[src/rtl/fpu_8_op_sequencer_if.sv]
// Signal bundle between the FPU_8 op sequencer and its environment:
// command push port, FPU_8 core operand/result wires, result port and status.
interface fpu_8_op_sequencer_if #(
    parameter int FIFO_DEPTH = 4
);
    localparam int CNT_W = $clog2(FIFO_DEPTH + 1);

    logic             CMD_VALID;
    logic             CMD_READY;
    logic [7:0]       CMD_A;
    logic [7:0]       CMD_B;
    logic [1:0]       CMD_OP;
    logic             CMD_RND;

    logic             FP_Start;
    logic [7:0]       OP_A;
    logic [7:0]       OP_B;
    logic [1:0]       FP_OPERATION;
    logic             FP_ROUND_MODE;
    logic [7:0]       OP_RESULT;
    logic             OP_IS_EXCEPTION;
    logic [1:0]       FP_Exception;

    logic             RES_VALID;
    logic             RES_READY;
    logic [7:0]       RES_DATA;
    logic             RES_EXC;
    logic [1:0]       RES_EXC_CODE;

    logic [3:0]       STICKY_EXC;
    logic             STICKY_CLR;
    logic             BUSY;
    logic [CNT_W-1:0] CMD_COUNT;

    modport slave (
        input  CMD_VALID, CMD_A, CMD_B, CMD_OP, CMD_RND,
        output CMD_READY,
        output FP_Start, OP_A, OP_B, FP_OPERATION, FP_ROUND_MODE,
        input  OP_RESULT, OP_IS_EXCEPTION, FP_Exception,
        output RES_VALID, RES_DATA, RES_EXC, RES_EXC_CODE,
        input  RES_READY,
        output STICKY_EXC, BUSY, CMD_COUNT,
        input  STICKY_CLR
    );

    modport master (
        output CMD_VALID, CMD_A, CMD_B, CMD_OP, CMD_RND,
        input  CMD_READY,
        input  FP_Start, OP_A, OP_B, FP_OPERATION, FP_ROUND_MODE,
        output OP_RESULT, OP_IS_EXCEPTION, FP_Exception,
        input  RES_VALID, RES_DATA, RES_EXC, RES_EXC_CODE,
        output RES_READY,
        input  STICKY_EXC, BUSY, CMD_COUNT,
        output STICKY_CLR
    );
endinterface

[src/rtl/fpu_8_op_sequencer.sv]
// Command FIFO plus issue/wait/hold sequencer in front of the combinational
// FPU_8 core; captures results after FPU_LAT cycles and tracks sticky exceptions.
module fpu_8_op_sequencer #(
    parameter int FIFO_DEPTH = 4,
    parameter int FPU_LAT    = 1
) (
    input logic                CLK,
    input logic                RST_N,
    fpu_8_op_sequencer_if.slave bus
);
    localparam int PTR_W = $clog2(FIFO_DEPTH);
    localparam int CNT_W = $clog2(FIFO_DEPTH + 1);
    localparam int LAT_W = $clog2(FPU_LAT + 1);
    localparam logic [CNT_W-1:0] DEPTH_C = CNT_W'(FIFO_DEPTH);
    localparam logic [LAT_W-1:0] LAT_C   = LAT_W'(FPU_LAT);

    typedef struct packed {
        logic [7:0] a;
        logic [7:0] b;
        logic [1:0] op;
        logic       rnd;
    } cmd_t;

    typedef enum logic [1:0] {IDLE, ISSUE, WAIT, HOLD} state_t;

    state_t           state, state_nxt;
    cmd_t             mem [FIFO_DEPTH];
    cmd_t             cur;
    logic [PTR_W-1:0] wr_ptr, rd_ptr;
    logic [CNT_W-1:0] count;
    logic [LAT_W-1:0] wait_cnt;
    logic             push, pop, capture, fifo_ne;
    logic [7:0]       res_data;
    logic             res_exc;
    logic [1:0]       res_code;
    logic [3:0]       sticky, sticky_nxt;

    assign fifo_ne       = (count != '0);
    assign bus.CMD_READY = (count < DEPTH_C);
    assign push          = bus.CMD_VALID && bus.CMD_READY;

    always_ff @(posedge CLK) begin
        if (push) mem[wr_ptr] <= '{a: bus.CMD_A, b: bus.CMD_B, op: bus.CMD_OP, rnd: bus.CMD_RND};
    end

    // Pop is only ever requested by the FSM, which checks fifo_ne first.
    always_ff @(posedge CLK or negedge RST_N) begin
        if (!RST_N) begin
            wr_ptr <= '0;
            rd_ptr <= '0;
            count  <= '0;
        end else begin
            if (push) wr_ptr <= wr_ptr + 1'b1;
            if (pop)  rd_ptr <= rd_ptr + 1'b1;
            case ({push, pop})
                2'b10:   count <= count + 1'b1;
                2'b01:   count <= count - 1'b1;
                default: count <= count;
            endcase
        end
    end

    always_ff @(posedge CLK or negedge RST_N) begin
        if (!RST_N) state <= IDLE;
        else        state <= state_nxt;
    end

    always_comb begin
        state_nxt = state;
        pop       = 1'b0;
        capture   = 1'b0;
        case (state)
            IDLE: if (fifo_ne) begin
                pop       = 1'b1;
                state_nxt = ISSUE;
            end
            ISSUE: state_nxt = WAIT;
            WAIT: if (wait_cnt == LAT_W'(1)) begin
                capture   = 1'b1;
                state_nxt = HOLD;
            end
            HOLD: if (bus.RES_READY) begin
                if (fifo_ne) begin
                    pop       = 1'b1;
                    state_nxt = ISSUE;
                end else begin
                    state_nxt = IDLE;
                end
            end
            default: state_nxt = IDLE;
        endcase
    end

    // Set wins over clear so a same-cycle capture is never lost.
    always_comb begin
        sticky_nxt = bus.STICKY_CLR ? 4'b0000 : sticky;
        if (capture && bus.OP_IS_EXCEPTION) sticky_nxt[bus.FP_Exception] = 1'b1;
    end

    always_ff @(posedge CLK or negedge RST_N) begin
        if (!RST_N) begin
            cur      <= '0;
            wait_cnt <= '0;
            res_data <= '0;
            res_exc  <= 1'b0;
            res_code <= '0;
            sticky   <= '0;
        end else begin
            if (pop) cur <= mem[rd_ptr];
            if (state == ISSUE)     wait_cnt <= LAT_C;
            else if (state == WAIT) wait_cnt <= wait_cnt - 1'b1;
            if (capture) begin
                res_data <= bus.OP_RESULT;
                res_exc  <= bus.OP_IS_EXCEPTION;
                res_code <= bus.FP_Exception;
            end
            sticky <= sticky_nxt;
        end
    end

    assign bus.FP_Start      = (state == ISSUE);
    assign bus.OP_A          = cur.a;
    assign bus.OP_B          = cur.b;
    assign bus.FP_OPERATION  = cur.op;
    assign bus.FP_ROUND_MODE = cur.rnd;
    assign bus.RES_VALID     = (state == HOLD);
    assign bus.RES_DATA      = res_data;
    assign bus.RES_EXC       = res_exc;
    assign bus.RES_EXC_CODE  = res_code;
    assign bus.STICKY_EXC    = sticky;
    assign bus.BUSY          = (state != IDLE) || fifo_ne;
    assign bus.CMD_COUNT     = count;
endmodule
[src/flat_wrapper.sv]
// flat-port wrapper written by rule: the top's interface ports become plain ports
module fpu_8_op_sequencer_flat 
#(
    parameter int FIFO_DEPTH = 4,
    parameter int FPU_LAT    = 1
)
  (CLK, RST_N, bus_CMD_VALID, bus_CMD_A, bus_CMD_B, bus_CMD_OP, bus_CMD_RND, bus_CMD_READY, bus_FP_Start, bus_OP_A, bus_OP_B, bus_FP_OPERATION, bus_FP_ROUND_MODE, bus_OP_RESULT, bus_OP_IS_EXCEPTION, bus_FP_Exception, bus_RES_VALID, bus_RES_DATA, bus_RES_EXC, bus_RES_EXC_CODE, bus_RES_READY, bus_STICKY_EXC, bus_BUSY, bus_CMD_COUNT, bus_STICKY_CLR);
  fpu_8_op_sequencer_if #(.FIFO_DEPTH(FIFO_DEPTH)) bus_i ();
  input logic CLK;
  input logic RST_N;
  input wire logic [$bits(bus_i.CMD_VALID)-1:0] bus_CMD_VALID;
  input wire logic [$bits(bus_i.CMD_A)-1:0] bus_CMD_A;
  input wire logic [$bits(bus_i.CMD_B)-1:0] bus_CMD_B;
  input wire logic [$bits(bus_i.CMD_OP)-1:0] bus_CMD_OP;
  input wire logic [$bits(bus_i.CMD_RND)-1:0] bus_CMD_RND;
  output wire logic [$bits(bus_i.CMD_READY)-1:0] bus_CMD_READY;
  output wire logic [$bits(bus_i.FP_Start)-1:0] bus_FP_Start;
  output wire logic [$bits(bus_i.OP_A)-1:0] bus_OP_A;
  output wire logic [$bits(bus_i.OP_B)-1:0] bus_OP_B;
  output wire logic [$bits(bus_i.FP_OPERATION)-1:0] bus_FP_OPERATION;
  output wire logic [$bits(bus_i.FP_ROUND_MODE)-1:0] bus_FP_ROUND_MODE;
  input wire logic [$bits(bus_i.OP_RESULT)-1:0] bus_OP_RESULT;
  input wire logic [$bits(bus_i.OP_IS_EXCEPTION)-1:0] bus_OP_IS_EXCEPTION;
  input wire logic [$bits(bus_i.FP_Exception)-1:0] bus_FP_Exception;
  output wire logic [$bits(bus_i.RES_VALID)-1:0] bus_RES_VALID;
  output wire logic [$bits(bus_i.RES_DATA)-1:0] bus_RES_DATA;
  output wire logic [$bits(bus_i.RES_EXC)-1:0] bus_RES_EXC;
  output wire logic [$bits(bus_i.RES_EXC_CODE)-1:0] bus_RES_EXC_CODE;
  input wire logic [$bits(bus_i.RES_READY)-1:0] bus_RES_READY;
  output wire logic [$bits(bus_i.STICKY_EXC)-1:0] bus_STICKY_EXC;
  output wire logic [$bits(bus_i.BUSY)-1:0] bus_BUSY;
  output wire logic [$bits(bus_i.CMD_COUNT)-1:0] bus_CMD_COUNT;
  input wire logic [$bits(bus_i.STICKY_CLR)-1:0] bus_STICKY_CLR;
  assign bus_i.CMD_VALID = bus_CMD_VALID;
  assign bus_i.CMD_A = bus_CMD_A;
  assign bus_i.CMD_B = bus_CMD_B;
  assign bus_i.CMD_OP = bus_CMD_OP;
  assign bus_i.CMD_RND = bus_CMD_RND;
  assign bus_CMD_READY = bus_i.CMD_READY;
  assign bus_FP_Start = bus_i.FP_Start;
  assign bus_OP_A = bus_i.OP_A;
  assign bus_OP_B = bus_i.OP_B;
  assign bus_FP_OPERATION = bus_i.FP_OPERATION;
  assign bus_FP_ROUND_MODE = bus_i.FP_ROUND_MODE;
  assign bus_i.OP_RESULT = bus_OP_RESULT;
  assign bus_i.OP_IS_EXCEPTION = bus_OP_IS_EXCEPTION;
  assign bus_i.FP_Exception = bus_FP_Exception;
  assign bus_RES_VALID = bus_i.RES_VALID;
  assign bus_RES_DATA = bus_i.RES_DATA;
  assign bus_RES_EXC = bus_i.RES_EXC;
  assign bus_RES_EXC_CODE = bus_i.RES_EXC_CODE;
  assign bus_i.RES_READY = bus_RES_READY;
  assign bus_STICKY_EXC = bus_i.STICKY_EXC;
  assign bus_BUSY = bus_i.BUSY;
  assign bus_CMD_COUNT = bus_i.CMD_COUNT;
  assign bus_i.STICKY_CLR = bus_STICKY_CLR;
  fpu_8_op_sequencer #(.FIFO_DEPTH(FIFO_DEPTH), .FPU_LAT(FPU_LAT)) u_core (.CLK(CLK), .RST_N(RST_N), .bus(bus_i));
endmodule
[config.mk]
export PLATFORM = sky130hd
export DESIGN_NAME = fpu_8_op_sequencer_flat
export DESIGN_NICKNAME = d
export VERILOG_FILES = /design/src/rtl/fpu_8_op_sequencer_if.sv /design/src/rtl/fpu_8_op_sequencer.sv /design/src/flat_wrapper.sv
export SDC_FILE = /design/constraint.sdc
export NUM_CORES = 1
export LEC_CHECK = 0
export CORE_MARGIN = 1
export CORE_UTILIZATION = 45
export DETAILED_ROUTE_END_ITERATION = 6
export PLACE_DENSITY = 0.72
export SKIP_LAST_GASP = 1
export SYNTH_ARGS = -nofsm -noshare
export SYNTH_HDL_FRONTEND = slang
export SYNTH_SLANG_ARGS = --single-unit
export TNS_END_PERCENT = 5
[constraint.sdc]
create_clock -name CLK -period 2.45 [get_ports CLK]
set_clock_uncertainty 0.05 [all_clocks]
set_input_delay 0.49 -clock CLK [delete_from_list [all_inputs] [get_ports CLK]]
set_output_delay 0.49 -clock CLK [all_outputs]
set_load 0.05 [all_outputs]
### After elaboration in Yosys (flattened, before gate mapping)

Memory sizes are Yosys's and may differ from the RTL's. A register that Yosys moved wholly into a read port is not among the register bits.
Index checks and enable logic that the tools add are counted.

* register bits after elaboration: 25
* bits in writable memories: 76
* output and inout bits: 41
* logic and storage cells: 57
* memories: 1

Memory list
* u_core.mem: words 4, bits a word 19, read ports 1, clocked after memory_dff 1, write ports 1, line fpu_8_op_sequencer.sv:27 `cmd_t mem [FIFO_DEPTH];`

* add/subtract/negate cells: 5
* $lt $le $gt $ge: 3
* eq/ne operators: 8
* multiplexer cells: 19
* bitwise operators: 1
* reductions and logical operators: 11

Operator list (count)
* two-way mux 1 bit: 10
* two-way mux 4 bit: 2
* case mux 2 bit (4 select lines): 1
* == test 2 bit, second input constant: 3
* two-way mux 2 bit: 3
* inequality test 2 x 1 -> 1 bit, second input constant: 3
* case mux 3 bit (2 select lines): 1
* nonzero test 2 bit: 3
* adder 2 x 1 -> 2 bit, second input constant: 2
* == test 2 x 1 -> 1 bit, second input constant: 2
* OR 4 bit: 1
* adder 3 x 1 -> 3 bit, second input constant: 1
* logical AND 1 bit: 3
* less-than comparator 2 x 3 -> 1 bit, second input constant: 1
* less-than comparator 3 bit, second input constant: 1
* AND reduction 3 bit: 1
* nonzero test 3 bit: 1
* subtractor 3 x 1 -> 3 bit, second input constant: 1
* demux 1 bit (select 2 bit): 1
* >= comparator 2 x 1 -> 1 bit, second input constant: 1
* logical NOT 2 bit: 1
* case mux 1 bit (2 select lines): 1
* logical NOT 1 bit: 1
* logical OR 1 bit: 1
* subtractor 1 bit, second input constant: 1

### Depth between registers and ports, before layout

Gate-level depths: netlist of the first run.

* depth in word-level cells: 6
* depth in mapped cells: 11

### Worst setup path after synthesis of the first run

No wires, ideal clock.

* path type: flip-flop to flip-flop
* start point: register u_core.state[1]
* end point: register u_core.count[2], in the netlist u_core.bus.CMD_COUNT[2]
* setup time: 0.139 ns
* arrival time: 2.403 ns
* data required time: 2.261 ns
* setup slack: -0.142 ns
* stages on the path, launching flop included: 11
* period minus slack after synthesis: 2.592 ns
* cells stage by stage: dfrtp_1 ha_1 a21oi_1 nor3_4 buf_6 ha_1 inv_1 fa_1 xor2_1 nor2_1 xnor2_1

* longest elaborated chain between the ends: 4
* elaborated cells on any way between the ends: 7
* those cells by class: eq/ne: 3; mux: 2; reduce/logical: 2

RTL lines
* start: declaration: line fpu_8_op_sequencer.sv:26 `state_t state, state_nxt;`
* start signal: assignment: line fpu_8_op_sequencer.sv:65 `else state <= state_nxt;`
* == test 2 bit *
* named net bus_RES_VALID: line flat_wrapper.sv:25 `output wire logic [$bits(bus_i.RES_VALID)-1:0] bus_RES_VALID;`
* case mux 1 bit (2 select lines) *: line fpu_8_op_sequencer.sv:72 `case (state)`
* named net u_core.pop: line fpu_8_op_sequencer.sv:32 `logic push, pop, capture, fifo_ne;`
* == test 2 x 1 -> 1 bit or == test 2 bit (tied branches): line fpu_8_op_sequencer.sv:55 `case ({push, pop})`
* case mux 3 bit (2 select lines) or nonzero test 2 bit (tied branches)
* end signal: assignment: line fpu_8_op_sequencer.sv:56 `2'b10: count <= count + 1'b1;`
* end signal: assignment: line fpu_8_op_sequencer.sv:57 `2'b01: count <= count - 1'b1;`
* end signal: assignment: line fpu_8_op_sequencer.sv:58 `default: count <= count;`
* end: declaration: line fpu_8_op_sequencer.sv:30 `logic [CNT_W-1:0] count;`

Mark *: on every way through the listed nets, which the timed path passes. The rest lies on a longest branch.
A chain may end at the register's enable or synchronous reset.

### Worst setup path after layout of the first run

* start point: register u_core.count[2], in the netlist u_core.bus.CMD_COUNT[2]
* end point: output bus_CMD_READY

* longest elaborated chain between the ends: 1

RTL lines
* less-than comparator 3 bit: line fpu_8_op_sequencer.sv:39 `assign bus.CMD_READY = (count < DEPTH_C);`
* end: declaration: line flat_wrapper.sv:16 `output wire logic [$bits(bus_i.CMD_READY)-1:0] bus_CMD_READY;`

No other way between the ends.

==> key figures, run 1 <==
Synthesis
  • Post-synth EDFFs: 76
  • Synth cell types: 32
  • YS warnings: 0
  • Post-Syn Instances: around 240
  • Synth Flop Type: edfxtp_1
  • Syn nets: 288
  • Synthesized area per cell: 19.64 µm²
  • #FFs+latches synth: 120
  • Synthesized cell area: ~0.0048 mm²
  • Async SR Flop Fraction: a little over a third
  • Sequential element share of the synthesized area: 71.18%

Pwr
  • Power Density: 1462 mW/mm²
  • Worst VDD drop: 701.0 µV
  • Lkg Pwr: 2.420 nW

Final layout
  • Syn-to-layout area delta: 33.61%
  • Nets: around 400
  • Share of layout cells above drive strength 1: ~27%
  • Number of diodes: 0

Worst setup path
  • Critical path required time: 1910 ps
  • CP max-delay cell: clkdlybuf4s50_1
  • Arr. time, crit path: 1910 ps
  • Critical path launch point type: flip-flop
  • Worst path cell trace: inv_1, clkdlybuf4s50_1
  • Slowest stage delay, CP: 810 ps
  • Worst-path fanout max: 5
  • Cell family with most CP delay: buffers and inverters
  • CP bufs+invs: 2
  • CP endpoint kind: primary output
  • Critical path class: reg -> out

Global routing
  • Initial antenna violation count: 0
  • Total gr overflow: 0
  • Largest net degree at the start of global routing: 22
  • GRT Overall Usage: 17.47%
  • Vias in the first global route: 2660
  • First-pass GRT wire length: 13940 µm

Detailed routing
  • First-pass detailed-route iteration total: 6
  • Final ANT Viol Nets: 0
  • Via count: 2476
  • DRC: 2
  • Avg WL per Cell: 17.43 µm
  • Via-to-Cell Ratio: about 5
  • Final wirelength: ~8600 µm
  • DRT iter0 DRCs: 123

STA
  • RSZ-0062 raised after global routing: yes
  • Slew Limit Fails: 0
  • Final Setup Violations: 0
  • Slew HR: 64.30%
  • Setup TNS Final: 0 ps
  • Slew @ Worst Pin: 533.9 ps
  • Final hold slack: between 400 and 500 ps
  • Final hold violation count: 0
  • Final Critical Period: 2447 ps
  • Fmax: 408.7 MHz
  • Final critical-path share of the clock period: 99.88%

Run
  • Max-Cap Viols: 0

CTS
  • CTS tree: built
  • Post-CTS setup buffer count: 0
  • Clock Latency Late Sink: between 500 and 600 ps
  • CTS buffer count: 17
  • Clk sinks: 120
  • Root Driver: clkbuf_8
  • Htree depth: 4
  • Max Buffers Root-to-Sink: 2
  • Worst-path clk slew: 60 ps

Floorplan
  • Rows: 37
  • Die X: 104.8 µm
  • I/O pins: 76
  • Die Area: about 0.011 mm²
  • Core Region: 0.01028 mm²
  • Die height: approximately 100 µm
  • Starting Density: 46.25%

Outcome
  • Failing checks: DRC
  • Status: complete, but fails checks

Worst hold path
  • HP Class: in -> async

Placement
  • GPL Wtd Cong: 0.7275
  • DP Wirelength: 5441 µm
  • I/O Buffers: 75
cells in the mapped netlist, types with 2 or more instances:
library cell / n / share of area, %
a22o_1: 2 / 0.37
nand2_1: 7 / 0.55
ha_1: 10 / 2.6
inv_1: 11 / 0.87
o2bb2ai_1: 2 / 0.37
buf_6: 4 / 0.95
mux2_2: 11 / 2.6
mux2_4: 18 / 5.7
mux4_2: 18 / 8.5
xnor2_1: 3 / 0.55
and2_1: 4 / 0.53
edfxtp_1: 76 / 48
clkbuf_1: 3 / 0.24
o21ai_0: 2 / 0.21
dfrtp_1: 44 / 23
nor3_4: 2 / 0.68
nor2_1: 6 / 0.47
nor2b_1: 3 / 0.39
xor2_1: 3 / 0.55
cells in the final DEF (no fill, tap or decap), drive strengths merged, types with 4 or more instances in the layout:
cell type and instances:
buf 17, clkdlybuf4s50 71, edfxtp 76, clkinvlp 4, and2 4, clkbuf 17
inv 12, ha 10, clkinv 8, nand2 7, nor2 6, mux2 29
mux4 19, dfrtp 44
area by class of cell:
cell class,instances,area [µm²]
clock buffers,17,414.1
well taps,136,170.2
fillers,768,3926
repair buffers,91,917.1
flip-flops and latches,120,3383
multi-input cells,103,1270
inverters,11,41.29
clock inverters,15,155.1
where the power goes:
group          switching (W)  internal, W
sequential          0.000310      0.00272
clock               0.000897      0.00144
combinational        0.00219      0.00173
total                0.00340      0.00589
registers in the layout, indices dropped and copies added, names as in the netlist:
| signal | flops |
|---|---|
| u_core.wr_ptr | 2 |
| u_core.state | 2 |
| u_core.bus.OP_B | 8 |
| u_core.bus.FP_OPERATION | 2 |
| u_core.bus.STICKY_EXC | 4 |
| u_core.bus.RES_EXC | 1 |
| u_core.mem | 76 |
| u_core.rd_ptr | 2 |
| u_core.wait_cnt | 1 |
| u_core.bus.RES_EXC_CODE | 2 |
| u_core.bus.FP_ROUND_MODE | 1 |
| u_core.bus.CMD_COUNT | 3 |
| u_core.bus.OP_A | 8 |
| u_core.bus.RES_DATA | 8 |
per-stage QoR:
step	cells	setup slack, ps	util (%)	total power (W)	cell area, µm²
6_report	493	2.948	61.80	0.009287	6351
3_3_place_gp	460	97.08	56.15	0.006920	5771
4_1_cts	493	-62.24	61.77	0.009386	6349
3_5_place_dp	460	43.55	56.15	0.007014	5771
5_1_grt	493	-66.16	61.80	0.009709	6351
2_1_floorplan	242	49.00	-	0.005864	4756
worst paths after layout:
| path | from | endpoint | slack [ps] | cells after the start |
|---|---|---|---|---|
| max | u_core.bus.CMD_COUNT[2]$_DFFE_PN0P_ | bus_CMD_READY | 3 | 2 |
| min | RST_N | u_core.bus.CMD_COUNT[2]$_DFFE_PN0P_ | 430 | 2 |
| max reg2reg | u_core.state[0]$_DFFE_PN0P_ | u_core.bus.CMD_COUNT[2]$_DFFE_PN0P_ | 180 | 9 |
| min reg2reg | u_core.bus.RES_EXC$_DFFE_PN0P_ | u_core.bus.RES_EXC$_DFFE_PN0P_ | 440 | 2 |
| max in group asynchronous | RST_N | u_core.bus.OP_B[0]$_DFFE_PN0P_ | 1320 | 3 |
| min in group CLK | u_core.bus.RES_EXC$_DFFE_PN0P_ | u_core.bus.RES_EXC$_DFFE_PN0P_ | 440 | 2 |
cells by family (layout without fill, tap and decap cells):
| kind of cell | after synthesis | after routing | share of synthesized area (%) |
|---|---|---|---|
| AND/OR/NAND/NOR | 26 | 26 | 3.159 |
| flip-flops | 120 | 120 | 71.18 |
| AO/OA/AOI/OAI | 11 | 11 | 1.764 |
| adder cells (fa/ha/maj) | 11 | 11 | 3.053 |
| XOR/XNOR | 6 | 6 | 1.106 |
| buffers and inverters | 19 | 134 | 2.158 |
| multiplexers | 49 | 49 | 17.58 |
timing repair:
action	CTS	global route
endpoints found under the setup margin	3	2
gates resized for setup	1	1
pin swaps	0	0
hold buffers	1	0
hold endpoints to repair	19	0
per-layer routing:
| metal | global-route usage [%] | vias to the layer above | routed length [µm] |
|---|---|---|---|
| met2 | 28.15 | 85 | 4145 |
| met5 | 0 | - | 0 |
| met3 | 5.427 | 14 | 486 |
| li1 | - | 1134 | - |
| met4 | 7.847 | 0 | 150 |
| met1 | 21.76 | 1243 | 3813 |
worst reg2reg max path, stage by stage (launching register included):
cell,delay [ps]
dfrtp_1,400
inv_1,110
ha_1,390
nor3_4,220
ha_1,200
inv_1,60
fa_1,370
xor2_1,150
nor2_1,110
xnor2_1,130
Note: power is estimated with default switching activity, not from simulation.
==> run 2, diff against run 1 <==
--- a/config.mk
+++ b/config.mk
@@ -6,9 +6,9 @@
 export NUM_CORES = 1
 export LEC_CHECK = 0
 export CORE_MARGIN = 1
-export CORE_UTILIZATION = 45
+export CORE_UTILIZATION = 35
 export DETAILED_ROUTE_END_ITERATION = 6
-export PLACE_DENSITY = 0.72
+export GPL_ROUTABILITY_DRIVEN = 1
 export SKIP_LAST_GASP = 1
 export SYNTH_ARGS = -nofsm -noshare
 export SYNTH_HDL_FRONTEND = slang
==> run 2 against run 1 <==
Against the previous run: the flow now finishes without violations; maximum frequency is 2.9% higher; global-route usage is 3.9 points lower; non-clock buffer count is 2 lower.
==> key figures, run 2 (same netlist as run 1, synthesis figures left out) <==
Detailed routing
  • Via-to-Cell Ratio: 4.614 (-8.1%)
  • Avg WL per Cell: 16.29 µm (-6.6%)
  • Final wirelength: 8651 µm (+0.65%)
  • Via count: 2450 (-1.1%)
  • Final ANT Viol Nets: 0 (unchanged)
  • First-pass detailed-route iteration total: 4 (-2)
  • DRT iter0 DRCs: 148 (+20%)
  • DRC: 0 (-2)

STA
  • Setup TNS Final: 0 ps (unchanged)
  • RSZ-0062 raised after global routing: no
  • Slew @ Worst Pin: 608.2 ps (+74.35 ps)
  • Fmax: 420.6 MHz (+2.9%)
  • Slew Limit Fails: 0 (unchanged)
  • Worst Setup Slack, final: 72.16 ps (+69.22 ps)
  • Final Setup Violations: 0 (unchanged)
  • Final hold violation count: 0 (unchanged)
  • Slew HR: 59.45% (-4.8 points)
  • Final Critical Period: 2378 ps (-69.22 ps)
  • Final critical-path share of the clock period: 97.05% (-2.8 points)

Worst setup path
  • Critical path launch point type: flip-flop
  • Worst path cell trace: ha_2, clkdlybuf4s50_1
  • Critical path required time: 1910 ps (about the same)
  • R2R Setup Slk: 180 ps (about the same)
  • CP max-delay cell: clkdlybuf4s50_1
  • Worst-path fanout max: 5 (unchanged)
  • Critical path class: reg -> out
  • Slowest stage delay, CP: 800 ps (about the same)
  • CP endpoint kind: primary output
  • Arr. time, crit path: 1840 ps (-70 ps)

Worst hold path
  • HP Class: in -> async

Floorplan
  • Starting Density: 35.89% (-10 points)
  • Die Area: 0.01405 mm² (+28%)
  • Die X: 118.5 µm (+13%)
  • Die height: 118.5 µm (+13%)
  • Core Region: 0.01324 mm² (+29%)
  • Rows: 42 (+14%)
  • I/O pins: 76 (unchanged)

Global routing
  • Total gr overflow: 0 (unchanged)
  • Largest net degree at the start of global routing: 24 (+9.1%)
  • Initial antenna violation count: 0 (unchanged)
  • Vias in the first global route: 2634 (-0.98%)
  • First-pass GRT wire length: 14090 µm (+1.0%)
  • GRT Overall Usage: 13.60% (-3.9 points)

Final layout
  • Nets: 388 (-0.51%)
  • Syn-to-layout area delta: 35.48%
  • Number of diodes: 0 (unchanged)
  • Biggest register: u_core.mem
  • Post-layout util: 48.63% (-13 points)
  • Most common cell after layout, fill and taps aside: edfxtp_1
  • Share of layout cells above drive strength 1: 26.20% (-0.97 points)
  • Max FFs per register: 76 (unchanged)
  • Commonest non-fill, non-tap cells in the layout: edfxtp_1, clkdlybuf4s50_1, dfrtp_1, mux4_2, mux2_4

Run
  • Max-Cap Viols: 0 (unchanged)

Pwr
  • Lkg Pwr: 2.439 nW (+0.81%)
  • Worst VDD drop: 584.4 µV (-17%)
  • Power Density: 1474 mW/mm² (+0.81%)

CTS
  • Root Driver: clkbuf_16
  • CTS buffer count: 17 (unchanged)
  • CTS tree: built
  • Max Buffers Root-to-Sink: 2 (unchanged)
  • Clock Latency Late Sink: 400 ps (-120 ps)
  • Htree depth: 4 (unchanged)
  • Post-CTS setup buffer count: 0 (unchanged)
  • Worst-path clk slew: 50 ps (about the same)
  • Clk sinks: 120 (unchanged)

Placement
  • I/O Buffers: 75 (unchanged)
  • DP Worst Slack: 55.64 ps (+12.09 ps)
  • GPL Wtd Cong: 0.7487 (+2.9%)
  • DP Wirelength: 5569 µm (+2.3%)

Outcome
  • Status: complete, no violations
run 2: cell types whose count changed in the layout (fill, tap and decap cells not counted), moves of 2 or more:
| cell | before | now |
|---|---|---|
| clkinv_2 | 1 | 3 |
| bufinv_16 | 2 | 4 |
| clkinv_4 | 5 | 1 |
| buf_4 | 12 | 10 |
| clkinvlp_4 | 4 | 0 |
| clkbuf_1 | 0 | 4 |
run 2: repair_timing:
action / 4_1_cts / 5_1_grt
endpoints found under the setup margin: 1 / 0
resized for setup: 1 / 0
hold buffers: 0 / 0
endpoints found under the hold margin: 0 / 0
run 2: worst max-delay path: cells and delay by family, from the launching register on:
kind                     cells  cell delay, ps
buffers and inverters        1             800
adder cells (fa/ha/maj)      1             230
flip-flops                   1             410
run 2: power by group:
group,internal (W),switching [W]
clock network,0.00175,0.000817
registers,0.00272,0.000299
logic,0.00172,0.00219
run 2: area by class of cell:
class | count | area [µm²]
inverter | 11 | 41.29
tap | 176 | 220.2
clock inverter | 9 | 147.6
fill | 1125 | 6803
timing repair buffer | 89 | 909.6
clock buffer | 23 | 467.9
sequential | 120 | 3383
multi-input combinational | 103 | 1270
run 2: worst paths after layout:
path                                                start                                  end  cells past startpoint
min                                                 RST_N   u_core.bus.RES_DATA[3]$_DFFE_PN0P_                      1
max reg2reg                   u_core.state[0]$_DFFE_PN0P_  u_core.bus.CMD_COUNT[2]$_DFFE_PN0P_                      9
max                           u_core.state[1]$_DFFE_PN0P_                        bus_RES_VALID                      2
max in group asynchronous                           RST_N  u_core.bus.CMD_COUNT[1]$_DFFE_PN0P_                      2
min in group CLK           u_core.bus.RES_EXC$_DFFE_PN0P_       u_core.bus.RES_EXC$_DFFE_PN0P_                      2
min reg2reg                u_core.bus.RES_EXC$_DFFE_PN0P_       u_core.bus.RES_EXC$_DFFE_PN0P_                      2
run 2: layer usage:
layer / routed length, µm / share of wire (%) / vias up / GRT usage (%)
li1: - / - / 1130 / -
met1: 3821 / 44 / 1241 / 17.03
met2: 4258 / 49 / 71 / 21.49
met3: 486 / 5.6 / 8 / 5.357
met4: 85 / 0.98 / 0 / 4.509
met5: 0 / 0 / - / 0
run 2: metrics by stage:
stage,cell area (µm²),power (W),instances,hold WS [ps]
after detailed placement,5826,0.007031,499,427.1
after global placement,5826,0.006969,499,421.8
after CTS,6440,0.009635,531,55.77
after floorplan,4756,0.005864,242,144.4
after global routing,6440,0.009957,531,70.60
final,6440,0.009493,531,44.79
